$ cat src/rtl/updown_counter_mod_if.sv
// Control and status bundle for updown_counter_mod.
// The master drives the count controls and the load value.
// The slave returns the count, the terminal count and the event flags.
interface updown_counter_mod_if #(
  parameter int WIDTH = 8
);
  logic             en;
  logic             m;
  logic             clr;
  logic             load;
  logic [WIDTH-1:0] d;
  logic [WIDTH-1:0] q;
  logic             tc;
  logic             ovf;
  logic             unf;
  logic             lerr;

  modport master (
    output en, m, clr, load, d,
    input  q, tc, ovf, unf, lerr
  );

  modport slave (
    input  en, m, clr, load, d,
    output q, tc, ovf, unf, lerr
  );
endinterface

$ cat src/rtl/updown_counter_mod.sv
// Parametrised modulo-(MAX+1) up/down counter.
// Features: enable, synchronous clear, parallel load with range check,
// wrap or saturate at the limits, and a terminal-count output for cascading.
// Flags ovf/unf/lerr are registered one-cycle pulses.
// Priority at each edge: clr, then load, then the count enable.
module updown_counter_mod #(
  parameter int WIDTH    = 8,
  parameter int MAX      = 2**WIDTH - 1,
  parameter int SATURATE = 0
) (
  input  logic                 clk,
  input  logic                 rst,
  updown_counter_mod_if.slave  bus
);

  localparam logic [WIDTH-1:0] MAX_C  = WIDTH'(MAX);
  localparam logic [WIDTH-1:0] ZERO_C = {WIDTH{1'b0}};
  localparam logic [WIDTH-1:0] ONE_C  = {{(WIDTH-1){1'b0}}, 1'b1};

  logic [WIDTH-1:0] q_q,    q_d;
  logic             ovf_q,  ovf_d;
  logic             unf_q,  unf_d;
  logic             lerr_q, lerr_d;

  // Terminal count: the value at which the next enabled count crosses a limit.
  function automatic logic term_count(input logic [WIDTH-1:0] cnt, input logic up);
    logic res;
    if (up) begin
      res = (cnt == MAX_C);
    end else begin
      res = (cnt == ZERO_C);
    end
    return res;
  endfunction

  // Value reached from a limit: wrap to the opposite limit, or stay put.
  function automatic logic [WIDTH-1:0] limit_next(input logic [WIDTH-1:0] cnt,
                                                  input logic [WIDTH-1:0] wrap_to);
    logic [WIDTH-1:0] res;
    if (SATURATE != 0) begin
      res = cnt;
    end else begin
      res = wrap_to;
    end
    return res;
  endfunction

  // Next-state selection: clr over load over count; flags default low so they pulse.
  always_comb begin
    q_d    = q_q;
    ovf_d  = 1'b0;
    unf_d  = 1'b0;
    lerr_d = 1'b0;
    if (bus.clr) begin
      q_d = ZERO_C;
    end else if (bus.load) begin
      if (bus.d > MAX_C) begin
        q_d    = MAX_C;
        lerr_d = 1'b1;
      end else begin
        q_d = bus.d;
      end
    end else if (bus.en) begin
      if (bus.m) begin
        if (q_q == MAX_C) begin
          q_d   = limit_next(q_q, ZERO_C);
          ovf_d = 1'b1;
        end else begin
          q_d = q_q + ONE_C;
        end
      end else begin
        if (q_q == ZERO_C) begin
          q_d   = limit_next(q_q, MAX_C);
          unf_d = 1'b1;
        end else begin
          q_d = q_q - ONE_C;
        end
      end
    end else begin
      q_d = q_q;
    end
  end

  // Count and flag registers; reset clears everything asynchronously.
  always_ff @(posedge clk or negedge rst) begin
    if (!rst) begin
      q_q    <= ZERO_C;
      ovf_q  <= 1'b0;
      unf_q  <= 1'b0;
      lerr_q <= 1'b0;
    end else begin
      q_q    <= q_d;
      ovf_q  <= ovf_d;
      unf_q  <= unf_d;
      lerr_q <= lerr_d;
    end
  end

  assign bus.q    = q_q;
  assign bus.tc   = term_count(q_q, bus.m);
  assign bus.ovf  = ovf_q;
  assign bus.unf  = unf_q;
  assign bus.lerr = lerr_q;

endmodule

$ cat src/flat_wrapper.sv
// flat-port wrapper written by rule: the top's interface ports become plain ports
module updown_counter_mod_flat 
#(
  parameter int WIDTH    = 8,
  parameter int MAX      = 2**WIDTH - 1,
  parameter int SATURATE = 0
)
  (clk, rst, bus_en, bus_m, bus_clr, bus_load, bus_d, bus_q, bus_tc, bus_ovf, bus_unf, bus_lerr);
  updown_counter_mod_if #(.WIDTH(WIDTH)) bus_i ();
  input  logic clk;
  input  logic rst;
  input wire logic [$bits(bus_i.en)-1:0] bus_en;
  input wire logic [$bits(bus_i.m)-1:0] bus_m;
  input wire logic [$bits(bus_i.clr)-1:0] bus_clr;
  input wire logic [$bits(bus_i.load)-1:0] bus_load;
  input wire logic [$bits(bus_i.d)-1:0] bus_d;
  output wire logic [$bits(bus_i.q)-1:0] bus_q;
  output wire logic [$bits(bus_i.tc)-1:0] bus_tc;
  output wire logic [$bits(bus_i.ovf)-1:0] bus_ovf;
  output wire logic [$bits(bus_i.unf)-1:0] bus_unf;
  output wire logic [$bits(bus_i.lerr)-1:0] bus_lerr;
  assign bus_i.en = bus_en;
  assign bus_i.m = bus_m;
  assign bus_i.clr = bus_clr;
  assign bus_i.load = bus_load;
  assign bus_i.d = bus_d;
  assign bus_q = bus_i.q;
  assign bus_tc = bus_i.tc;
  assign bus_ovf = bus_i.ovf;
  assign bus_unf = bus_i.unf;
  assign bus_lerr = bus_i.lerr;
  updown_counter_mod #(.WIDTH(WIDTH), .MAX(MAX), .SATURATE(SATURATE)) u_core (.clk(clk), .rst(rst), .bus(bus_i));
endmodule
$ cat config.mk
export PLATFORM = sky130hd
export DESIGN_NAME = updown_counter_mod_flat
export DESIGN_NICKNAME = d
export VERILOG_FILES = /design/src/rtl/updown_counter_mod_if.sv /design/src/rtl/updown_counter_mod.sv /design/src/flat_wrapper.sv
export SDC_FILE = /design/constraint.sdc
export NUM_CORES = 1
export LEC_CHECK = 0
export BUFFER_PORTS_ARGS = -buffer_cell sky130_fd_sc_hd__buf_2
export CORE_MARGIN = 2
export CORE_UTILIZATION = 52
export CTS_CLUSTER_SIZE = 40
export DETAILED_ROUTE_END_ITERATION = 8
export GPL_TIMING_DRIVEN = 0
export MAX_ROUTING_LAYER = met4
export PLACE_DENSITY = 0.79
export RECOVER_POWER = 50
export SYNTH_ARGS = -nofsm -noshare
export SYNTH_HDL_FRONTEND = slang
export SYNTH_SLANG_ARGS = --single-unit
$ cat constraint.sdc
create_clock -name clk -period 4.2 [get_ports clk]
set_clock_uncertainty 0.2 [all_clocks]
set_input_delay 0.63 -clock clk [delete_from_list [all_inputs] [get_ports clk]]
set_output_delay 0.63 -clock clk [all_outputs]
set_load 0.03 [all_outputs]
Word level (Yosys, flattened, before mapping). Index checks and enable logic that the tools add are counted.

Flip-flop bits (word level): 11. Output and inout bits: 12. Bits of input ports: 14. Logic and storage cells: 31.

Reduce and logical (&&, ||, !) cells: 2. Magnitude comparators: 1. Add/subtract/negate cells: 2. Equality and inequality tests: 1. Muxes and demuxes: 21.

Operator list (number): $mux W8 (7); $mux W1 (14); $add A8 B1 Y8 const B (1); $eq A8 B8 Y1 const B (1); $gt A8 B8 Y1 const B (1); $logic_not A8 Y1 (1); $sub A8 B1 Y8 const B (1); $reduce_bool A3 Y1 (1).

Depth between registers and ports, before layout. Gate-level depths: netlist of run 1.

Depth after elaboration: 6. Gate-level depth with buffers: 6. Mapped depth without buffers: 6.

Worst setup path before layout of run 1. OpenSTA, ideal clock, no wires.

Path type: flip-flop to output port. Start: register u_core.q_q[5], in the netlist u_core.bus.q[5]. End: output bus_tc. Buffers on the path: 0. Stages on the path, launching flop included: 5. Setup slack: 1.764 ns. Required time: 3.370 ns. Arrival: 1.606 ns. Cell sequence: dfrtp_1 -> or4_1 -> nor2_2 -> nand2_1 -> nand2_1.

Longest elaborated chain between the ends: 2. Elaborated cells on any way between the ends: 3. Classes of those cells: eq/ne (1); mux (1); reduce/logical (1).

RTL lines: start, declared (line updown_counter_mod.sv:20) `logic [WIDTH-1:0] q_q, q_d;`; start signal, assigned (line updown_counter_mod.sv:92) `q_q <= q_d;`; $eq A8 B8 Y1 / $logic_not A8 Y1 (equally long branches) (line updown_counter_mod.sv:29, updown_counter_mod.sv:31); $mux W1 * (line updown_counter_mod.sv:28) `if (up) begin`; end, declared (line flat_wrapper.sv:18) `output wire logic [$bits(bus_i.tc)-1:0] bus_tc;`.

Mark *: on every way between the ends. The rest lies on a longest branch, timed or not.

Worst setup path after layout of run 1. Ends and elaborated chain as after synthesis.

==> results of run 1 <==
[cells by family after synthesis]
group	Yosys count	share of synthesized area
other cells	1	0.00388
flops	10	0.259
simple gates	39	0.256
compound gates	35	0.265
mux	2	0.0207
buf+inv	18	0.111
fa+ha+maj	3	0.0388
xor+xnor	5	0.0453
[synth_stat cells (2+ instances only)]
cell type,instances,area (µm²)
dfrtp_1,10,250
nand2_1,10,37.5
a21oi_1,9,45.0
inv_1,7,26.3
a31oi_1,5,31.3
nor2_1,4,15.0
buf_4,3,22.5
buf_6,3,33.8
ha_1,3,37.5
nand3_1,3,15.0
nor3_1,3,15.0
nor3b_1,3,22.5
o21ai_0,3,15.0
xnor2_1,3,26.3
a211oi_1,2,15.0
a221o_1,2,20.0
and4_1,2,17.5
buf_2,2,10.0
clkbuf_1,2,7.51
mux2i_1,2,20.0
nor3b_2,2,25.0
or4_1,2,15.0
xor2_1,2,17.5
[metrics by stage]
| stage | hold slack, ns | worst slack, ns | area [µm²] | total power [mW] |
|---|---|---|---|---|
| 3_3_place_gp | 0.294 | 1.79 | 1100 | 0.231 |
| 5_1_grt | 0.152 | 1.41 | 1130 | 0.342 |
| 3_5_place_dp | 0.303 | 1.77 | 1100 | 0.235 |
| 4_1_cts | 0.0134 | 1.48 | 1130 | 0.322 |
| 2_1_floorplan | 0.134 | 1.76 | 967 | 0.204 |
| 6_report | 0.105 | 1.44 | 1130 | 0.324 |
[final timing paths]
check,startpoint,end,cells after the start
max,u_core.bus.q[5],bus_tc,5
min,rst,u_core.bus.q[2],1
max reg2reg,u_core.bus.q[0],u_core.bus.q[4],6
min reg2reg,u_core.bus.q[0],u_core.bus.q[0],1
max in group asynchronous,rst,u_core.bus.q[3],1
min in group clk,bus_clr,u_core.bus.q[4],2
[layer usage]
metal / vias to the layer above / share of wire / global-route usage
li1: 467 / - / -
met2: 68 / 0.47 / 0.397
met3: 12 / 0.088 / 0.0423
met4: 0 / 0.035 / 0.144
met1: 477 / 0.41 / 0.333
met5: - / 0 / -
[cell type report]
class	count	area share
Timing Repair Buffer	20	0.0821
Tap cell	25	0.0277
Sequential cell	10	0.222
Inverter	7	0.0233
Clock buffer	4	0.0322
Buffer	11	0.0721
Multi-Input combinational cell	85	0.541
[registers in the layout (all words and copies together), names as in the netlist]
name / flops
u_core.bus.ovf: 1
u_core.bus.unf: 1
u_core.bus.q: 8
[power groups by stage]
stage / logic, mW / clock network (mW) / registers, mW
finish: 0.122 / 0.0892 / 0.113
CTS: 0.121 / 0.0889 / 0.113
global placement: 0.117 / 0 / 0.114
global route: 0.131 / 0.0966 / 0.114
detailed placement: 0.120 / 0 / 0.115
floorplan: 0.0791 / 0 / 0.125
==> flow_metrics.env, run 1 <==
export IMPL_status="completed"
export IMPL_grt_max_degree=11
export IMPL_combinationalPowerShare=0.375
export IMPL_clock_sinks=10
export IMPL_synth_seq_cells=10
export IMPL_slowest_stage="or4_1"
export IMPL_worstSetupPathType="reg2out"
export IMPL_mostFrequentLayoutCells="buf_2, nand2_1, dfrtp_1, a21oi_1, clkbuf_1"
export IMPL_nets=155
export IMPL_cts_hold_buf=0
export IMPL_final_common_cell="buf_2"
export IMPL_die_x_um=47.1
export IMPL_reg2reg_setup_slack_ns=2.02
export IMPL_nFillCells=156
export IMPL_n_antenna_cell=0
export IMPL_crit_required_ns=3.37
export IMPL_drtPass1Iterations=5
export IMPL_clock_root_buffer="clkbuf_4"
export IMPL_p_sw_uw=121
export IMPL_yosysSeqAreaShare=0.259
export IMPL_num_vias=1024
export IMPL_drc=0
export IMPL_wl_per_cell_um=15.7
export IMPL_finish_utilization=0.646
export IMPL_ant_nets=0
export IMPL_hold_class="in2async"
export IMPL_drv_slew=0
export IMPL_cts_setup_buffers=0
export IMPL_clock_path_buffers=2
export IMPL_clkPwrFrac=0.275
export IMPL_synth_edf_count=0
export IMPL_worstPathMaxFanout=10
export IMPL_setup_violations=0
export IMPL_dieArea_um2=2220
export IMPL_row_count=15
export IMPL_worst_path_largest_cell_delay_ns=0.64
export IMPL_dp_cells=158
export IMPL_seq_power_share=0.350
export IMPL_intPower_uw=204
export IMPL_antenna_found_initial=0
export IMPL_wl_mm=2.54
export IMPL_critPathArrivalTime_ns=1.93
export IMPL_place_hpwl_mm=1.88
export IMPL_path_cells="or4_1 -> nor2_2 -> nand2_1 -> nand2_1 -> buf_2"
export IMPL_rsz0062_at_grt="no"
export IMPL_powerDensity_nw_per_um2=288
export IMPL_core_area_um2=1750
export IMPL_ys_flop_type="dfrtp_1"
export IMPL_ir_drop_mv=0.132
export IMPL_cap_viol_max_count=0
export IMPL_post_route_period_util=0.658
export IMPL_hold_viol=0
export IMPL_ys_warnings_count=0
export IMPL_regArea_um2=250
export IMPL_tritoncts="built"
export IMPL_leakage_nw=0.513
export IMPL_ios=26
export IMPL_timing_slew_headroom=0.639
export IMPL_ys_types=49
export IMPL_io_buffers=20
export IMPL_numCtsBuffers=3
export IMPL_overflow=0
export IMPL_final_cells=162
export IMPL_crit_buf_inv=1
export IMPL_synthArstFlopShare=1.00
export IMPL_syn_to_final_growth_pct=16.6
export IMPL_worstSkewPairLatency_ns=0.27
export IMPL_cpMostUsedCell="nand2_1"
export IMPL_synthCells=113
export IMPL_dieHeight_um=47.1
export IMPL_tns_ns=0
export IMPL_synth_area_um2=967
export IMPL_worstSetupEndpointType="primary output"
export IMPL_grt_use_total=0.263
export IMPL_drive_gt1_frac=0.263
export IMPL_multi_input_area_um2=609
export IMPL_routed_via_density=6.32
export IMPL_period_needed_ns=2.76
export IMPL_routabilityCongestion=0.880
export IMPL_switching_share=0.372
export IMPL_cts_resized=0
export IMPL_grt_pass1_wl_mm=3.94
export IMPL_synth_net_count=130
export IMPL_critPathTopFamily="simple AND/OR/NAND/NOR gates"
export IMPL_start_util=0.554
export IMPL_drtIter0Drc=57
export IMPL_worstMarginPinSlew_ns=0.541
export IMPL_fmax_ghz=0.362
export IMPL_cts_clk_slew_worst_paths_ns=0.07
export IMPL_crit_path_start_kind="register"
export IMPL_syn_avg_cell_area_um2=8.56
export IMPL_htreeDepth=1
export IMPL_grt_pass1_vias=862
Note: power is estimated with default switching activity, not from simulation.
==> inputs of run 2 (changes only) <==
- CORE_UTILIZATION: 52 -> 46
- PLACE_DENSITY: 0.79 -> 0.74
- clock period: 4.2 -> 2.3 ns (I/O delays scaled with it)
==> run 2 against run 1 <==
Effect of this change: routed wire length is 0.28% lower; clock-buffer cell count is 1 lower; final cell count is 2.5% higher; worst setup slack worse by 1.4 ns; combinational power is 98% higher; clock power is 33% higher; critical path depth stayed put; core utilization is 5.8 points lower; largest power group unchanged.
==> flow_metrics.env, run 2 (same netlist as run 1, synthesis figures left out) <==
export IMPL_powerDensity_nw_per_um2=486
export IMPL_worstSetupPathType="reg2out"
export IMPL_routabilityCongestion=0.834
export IMPL_crit_buf_inv=1
export IMPL_worstPathMaxFanout=3
export IMPL_drtPass1Iterations=4
export IMPL_cap_viol_max_count=0
export IMPL_overflow=0
export IMPL_dieArea_um2=2490
export IMPL_top_layer_used="met4"
export IMPL_period_needed_ns=2.22
export IMPL_wl_met3_um=179
export IMPL_crit_required_ns=1.75
export IMPL_drc=0
export IMPL_grt_max_degree=11
export IMPL_syn_to_final_growth_pct=20.4
export IMPL_place_hpwl_mm=1.76
export IMPL_grt_use_total=0.223
export IMPL_final_common_cell="buf_2"
export IMPL_htreeDepth=1
export IMPL_grt_pass1_vias=912
export IMPL_worstMarginPinSlew_ns=0.539
export IMPL_mostFrequentLayoutCells="buf_2, nand2_1, a21oi_1, clkbuf_1"
export IMPL_wl_per_cell_um=15.3
export IMPL_worst_path_largest_cell_delay_ns=0.56
export IMPL_post_route_period_util=0.967
export IMPL_cts_clk_slew_worst_paths_ns=0.06
export IMPL_clock_sinks=10
export IMPL_leakage_nw=0.516
export IMPL_routed_via_density=6.07
export IMPL_hold_viol=0
export IMPL_tns_ns=0
export IMPL_n_antenna_cell=0
export IMPL_clock_path_buffers=2
export IMPL_antenna_found_initial=0
export IMPL_wl_mm=2.54
export IMPL_path_cells="or4_4 -> nor2_4 -> nand2_1 -> nand2_1 -> clkbuf_4"
export IMPL_cpMostUsedCell="nand2_1"
export IMPL_ios=26
export IMPL_worstSkewPairLatency_ns=0.26
export IMPL_io_buffers=20
export IMPL_drtIter0Drc=63
export IMPL_largest_reg_flops=8
export IMPL_drv_slew=0
export IMPL_crit_path_start_kind="register"
export IMPL_ant_nets=0
export IMPL_start_util=0.488
export IMPL_hold_class="in2reg"
export IMPL_wl_met1_mm=1.03
export IMPL_tritoncts="built"
export IMPL_status="completed"
export IMPL_num_vias=1008
export IMPL_numCtsBuffers=3
export IMPL_timing_slew_headroom=0.640
export IMPL_slowest_stage="or4_4"
export IMPL_clock_root_buffer="clkbuf_4"
export IMPL_wl_met2_mm=1.26
export IMPL_worstSetupEndpointType="primary output"
export IMPL_grt_pass1_wl_mm=4.17
export IMPL_setup_violations=0
export IMPL_finish_utilization=0.588
export IMPL_core_area_um2=1980
export IMPL_critPathTopFamily="simple AND/OR/NAND/NOR gates"
export IMPL_row_count=16
export IMPL_nets=158
export IMPL_rsz0062_at_grt="no"
export IMPL_dieHeight_um=49.9
export IMPL_fmax_ghz=0.450
export IMPL_die_x_um=49.9
export IMPL_ir_drop_mv=0.244
export IMPL_timing_hold_ws_ns=0.0823
export IMPL_critPathArrivalTime_ns=1.68
export IMPL_drive_gt1_frac=0.302
==> run 2: worst paths after layout <==
| kind | startpoint | end | slack (ns) | cells after the start |
|---|---|---|---|---|
| min | bus_clr | u_core.bus.q[4] | 0.08 | 2 |
| max reg2reg | u_core.bus.q[0] | u_core.bus.q[4] | 0.17 | 7 |
| min reg2reg | u_core.bus.q[0] | u_core.bus.q[0] | 0.47 | 1 |
| max | u_core.bus.q[5] | bus_tc | 0.08 | 5 |
| min in group asynchronous | rst | u_core.bus.q[4] | 0.37 | 2 |
| max in group asynchronous | rst | u_core.bus.q[1] | 1.14 | 2 |
==> run 2: layout make-up <==
class,count,area (µm²)
Fill cell,180,817
Multi-Input combinational cell,85,627
Sequential cell,10,254
Timing Repair Buffer,23,120
Buffer,11,81.3
Tap cell,27,33.8
Inverter,7,26.3
Clock buffer,3,22.5
==> run 2: through the flow <==
stage          instance area, µm²  power, mW  cells  worst slack, ns
3_3_place_gp                 1100      0.423    160            0.166
2_1_floorplan                 967      0.373    113            0.149
6_report                     1160      0.567    166           0.0764
4_1_cts                      1150      0.556    165           0.0131
3_5_place_dp                 1100      0.428    160            0.157
5_1_grt                      1160      0.595    166          0.00738
==> run 2: what timing repair did <==
action,CTS,global route
setup endpoints to repair,1,1
buffers inserted,1,1
hold buffers,1,0
hold endpoints to repair,10,0
gates resized for setup,4,4
==> run 2: power breakdown <==
part	switching (mW)	internal [mW]
registers	0.0171	0.188
logic	0.141	0.102
clock network	0.0584	0.0605
==> run 2: metal layers <==
layer,vias up,global-route usage
met1,480,0.283
met5,-,-
met4,0,0.111
met2,49,0.358
met3,10,0.0182
li1,469,-
==> inputs of run 3 (changes only) <==
- BUFFER_PORTS_ARGS: -buffer_cell sky130_fd_sc_hd__buf_2 -> unset
- CORE_UTILIZATION: 46 -> 52
- DONT_BUFFER_PORTS: unset -> 1
- PLACE_DENSITY: 0.74 -> 0.7
==> run 3 against run 2 <==
Effect of this change: clock-buffer cell count increased by 1; clock power increased by 47%; largest power group is now registers; sequential power increased by 14%; critical path type unchanged; highest routed layer unchanged; cell area decreased by 3.4%.
==> flow_metrics.env, run 3 (same netlist as run 1, synthesis figures left out) <==
export IMPL_cap_viol_max_count=0
export IMPL_period_needed_ns=2.28
export IMPL_clock_path_buffers=2
export IMPL_drtIter0Drc=34
export IMPL_ir_drop_mv=0.207
export IMPL_p_sw_uw=234
export IMPL_mostFrequentLayoutCells="a21oi_1, nand2_1, inv_1, dfrtp_2"
export IMPL_drtPass1Iterations=4
export IMPL_setup_violations=0
export IMPL_grt_pass1_vias=832
export IMPL_worstSetupEndpointType="primary output"
export IMPL_syn_to_final_growth_pct=16.3
export IMPL_post_route_period_util=0.992
export IMPL_seq_power_share=0.380
export IMPL_slowest_stage="or4_4"
export IMPL_worstPathMaxFanout=5
export IMPL_routabilityCongestion=0.836
export IMPL_largest_reg_flops=8
export IMPL_drive_gt1_frac=0.285
export IMPL_routed_via_density=6.31
export IMPL_crit_required_ns=1.75
export IMPL_htreeDepth=1
export IMPL_fmax_ghz=0.438
export IMPL_wl_per_cell_um=17.0
export IMPL_die_x_um=47.1
export IMPL_grt_max_degree=11
export IMPL_met3_usage=0.0385
export IMPL_ant_nets=0
export IMPL_combinationalPowerShare=0.334
export IMPL_numCtsBuffers=3
export IMPL_tritoncts="built"
export IMPL_dp_cells=138
export IMPL_drc=0
export IMPL_intPower_uw=379
export IMPL_timing_hold_ws_ns=0.00533
export IMPL_status="completed"
export IMPL_ios=26
export IMPL_grt_most_used_layer="met2"
export IMPL_antenna_found_initial=0
export IMPL_critPathArrivalTime_ns=1.74
export IMPL_hold_class="in2reg"
export IMPL_worstSkewPairLatency_ns=0.29
export IMPL_final_common_cell="a21oi_1"
export IMPL_final_area_um2=1120
export IMPL_wl_mm=2.52
export IMPL_dieArea_um2=2220
export IMPL_place_area_um2=998
export IMPL_grtUsageMet1=0.352
export IMPL_overflow=0
export IMPL_core_area_um2=1750
export IMPL_final_cells=148
export IMPL_clock_root_buffer="clkbuf_4"
export IMPL_row_count=15
export IMPL_clock_sinks=10
export IMPL_grt_pass1_wl_mm=3.91
export IMPL_cts_clk_slew_worst_paths_ns=0.08
export IMPL_critPathTopFamily="simple AND/OR/NAND/NOR gates"
export IMPL_place_hpwl_mm=1.71
export IMPL_path_cells="or4_4 -> nor2_4 -> nand2_2 -> nand2_4"
export IMPL_dieHeight_um=47.1
export IMPL_n_antenna_cell=0
export IMPL_crit_buf_inv=0
export IMPL_drv_slew=0
export IMPL_switching_share=0.381
export IMPL_clkPwrFrac=0.286
export IMPL_worstSetupPathType="reg2out"
export IMPL_io_buffers=0
export IMPL_num_vias=934
export IMPL_globalRouteMet2Util=0.384
export IMPL_rsz0062_at_grt="yes"
export IMPL_leakage_nw=0.488
export IMPL_nets=141
export IMPL_grt_use_total=0.263
export IMPL_powerDensity_nw_per_um2=545
export IMPL_hold_viol=0
export IMPL_crit_path_start_kind="register"
export IMPL_start_util=0.554
export IMPL_worst_path_largest_cell_delay_ns=0.59
-- run 3: cell type report --
cell class / count / area (µm²)
Multi-Input combinational cell: 85 / 637
Sequential cell: 10 / 259
Fill cell: 154 / 621
Inverter: 7 / 26.3
Clock buffer: 4 / 36.3
Buffer: 11 / 81.3
Tap cell: 25 / 31.3
Timing Repair Buffer: 6 / 53.8
-- run 3: worst paths after layout --
kind	start	to	slack [ns]	depth (start not counted)
max in group asynchronous	rst	u_core.bus.q[6]	1.31	1
setup reg to reg	u_core.bus.q[0]	u_core.bus.q[4]	0.11	6
hold / removal	bus_d[4]	u_core.bus.q[4]	0.005	2
min in group asynchronous	rst	u_core.bus.q[3]	0.24	1
setup / recovery	u_core.bus.q[2]	bus_tc	0.02	4
hold reg to reg	u_core.bus.q[3]	u_core.bus.unf	0.71	4
-- run 3: power by group through the flow --
| stage | clock [mW] | combinational, mW | sequential [mW] |
|---|---|---|---|
| after detailed placement | 0 | 0.171 | 0.235 |
| after global routing | 0.181 | 0.223 | 0.235 |
| after global placement | 0 | 0.168 | 0.234 |
| after floorplan | 0 | 0.144 | 0.228 |
| final | 0.175 | 0.205 | 0.233 |
| after CTS | 0.167 | 0.184 | 0.233 |
-- run 3: repair_timing --
item	4_1_cts	5_1_grt
pin swaps	2	3
hold endpoints to repair	10	0
cloned	0	0
resized for setup	10	4
setup buffers	1	4
hold buffers	1	0
setup endpoints to repair	2	2
-- run 3: per-stage QoR --
stage          setup WS [ns]  setup TNS [ns]  utilization  total power, mW
2_1_floorplan          0.149               0            -            0.373
3_3_place_gp         -0.0404         -0.0404        0.572            0.402
3_5_place_dp         -0.0606         -0.0606        0.572            0.406
4_1_cts              0.00516               0        0.614            0.584
5_1_grt             -0.00799        -0.00799        0.644            0.640
6_report              0.0185               0        0.644            0.613
-- run 3: metal layers --
layer | wire [µm] | share of wire
met1 | 1130 | 0.45
met2 | 1170 | 0.46
met3 | 171 | 0.068
met4 | 55 | 0.022
met5 | 0 | 0
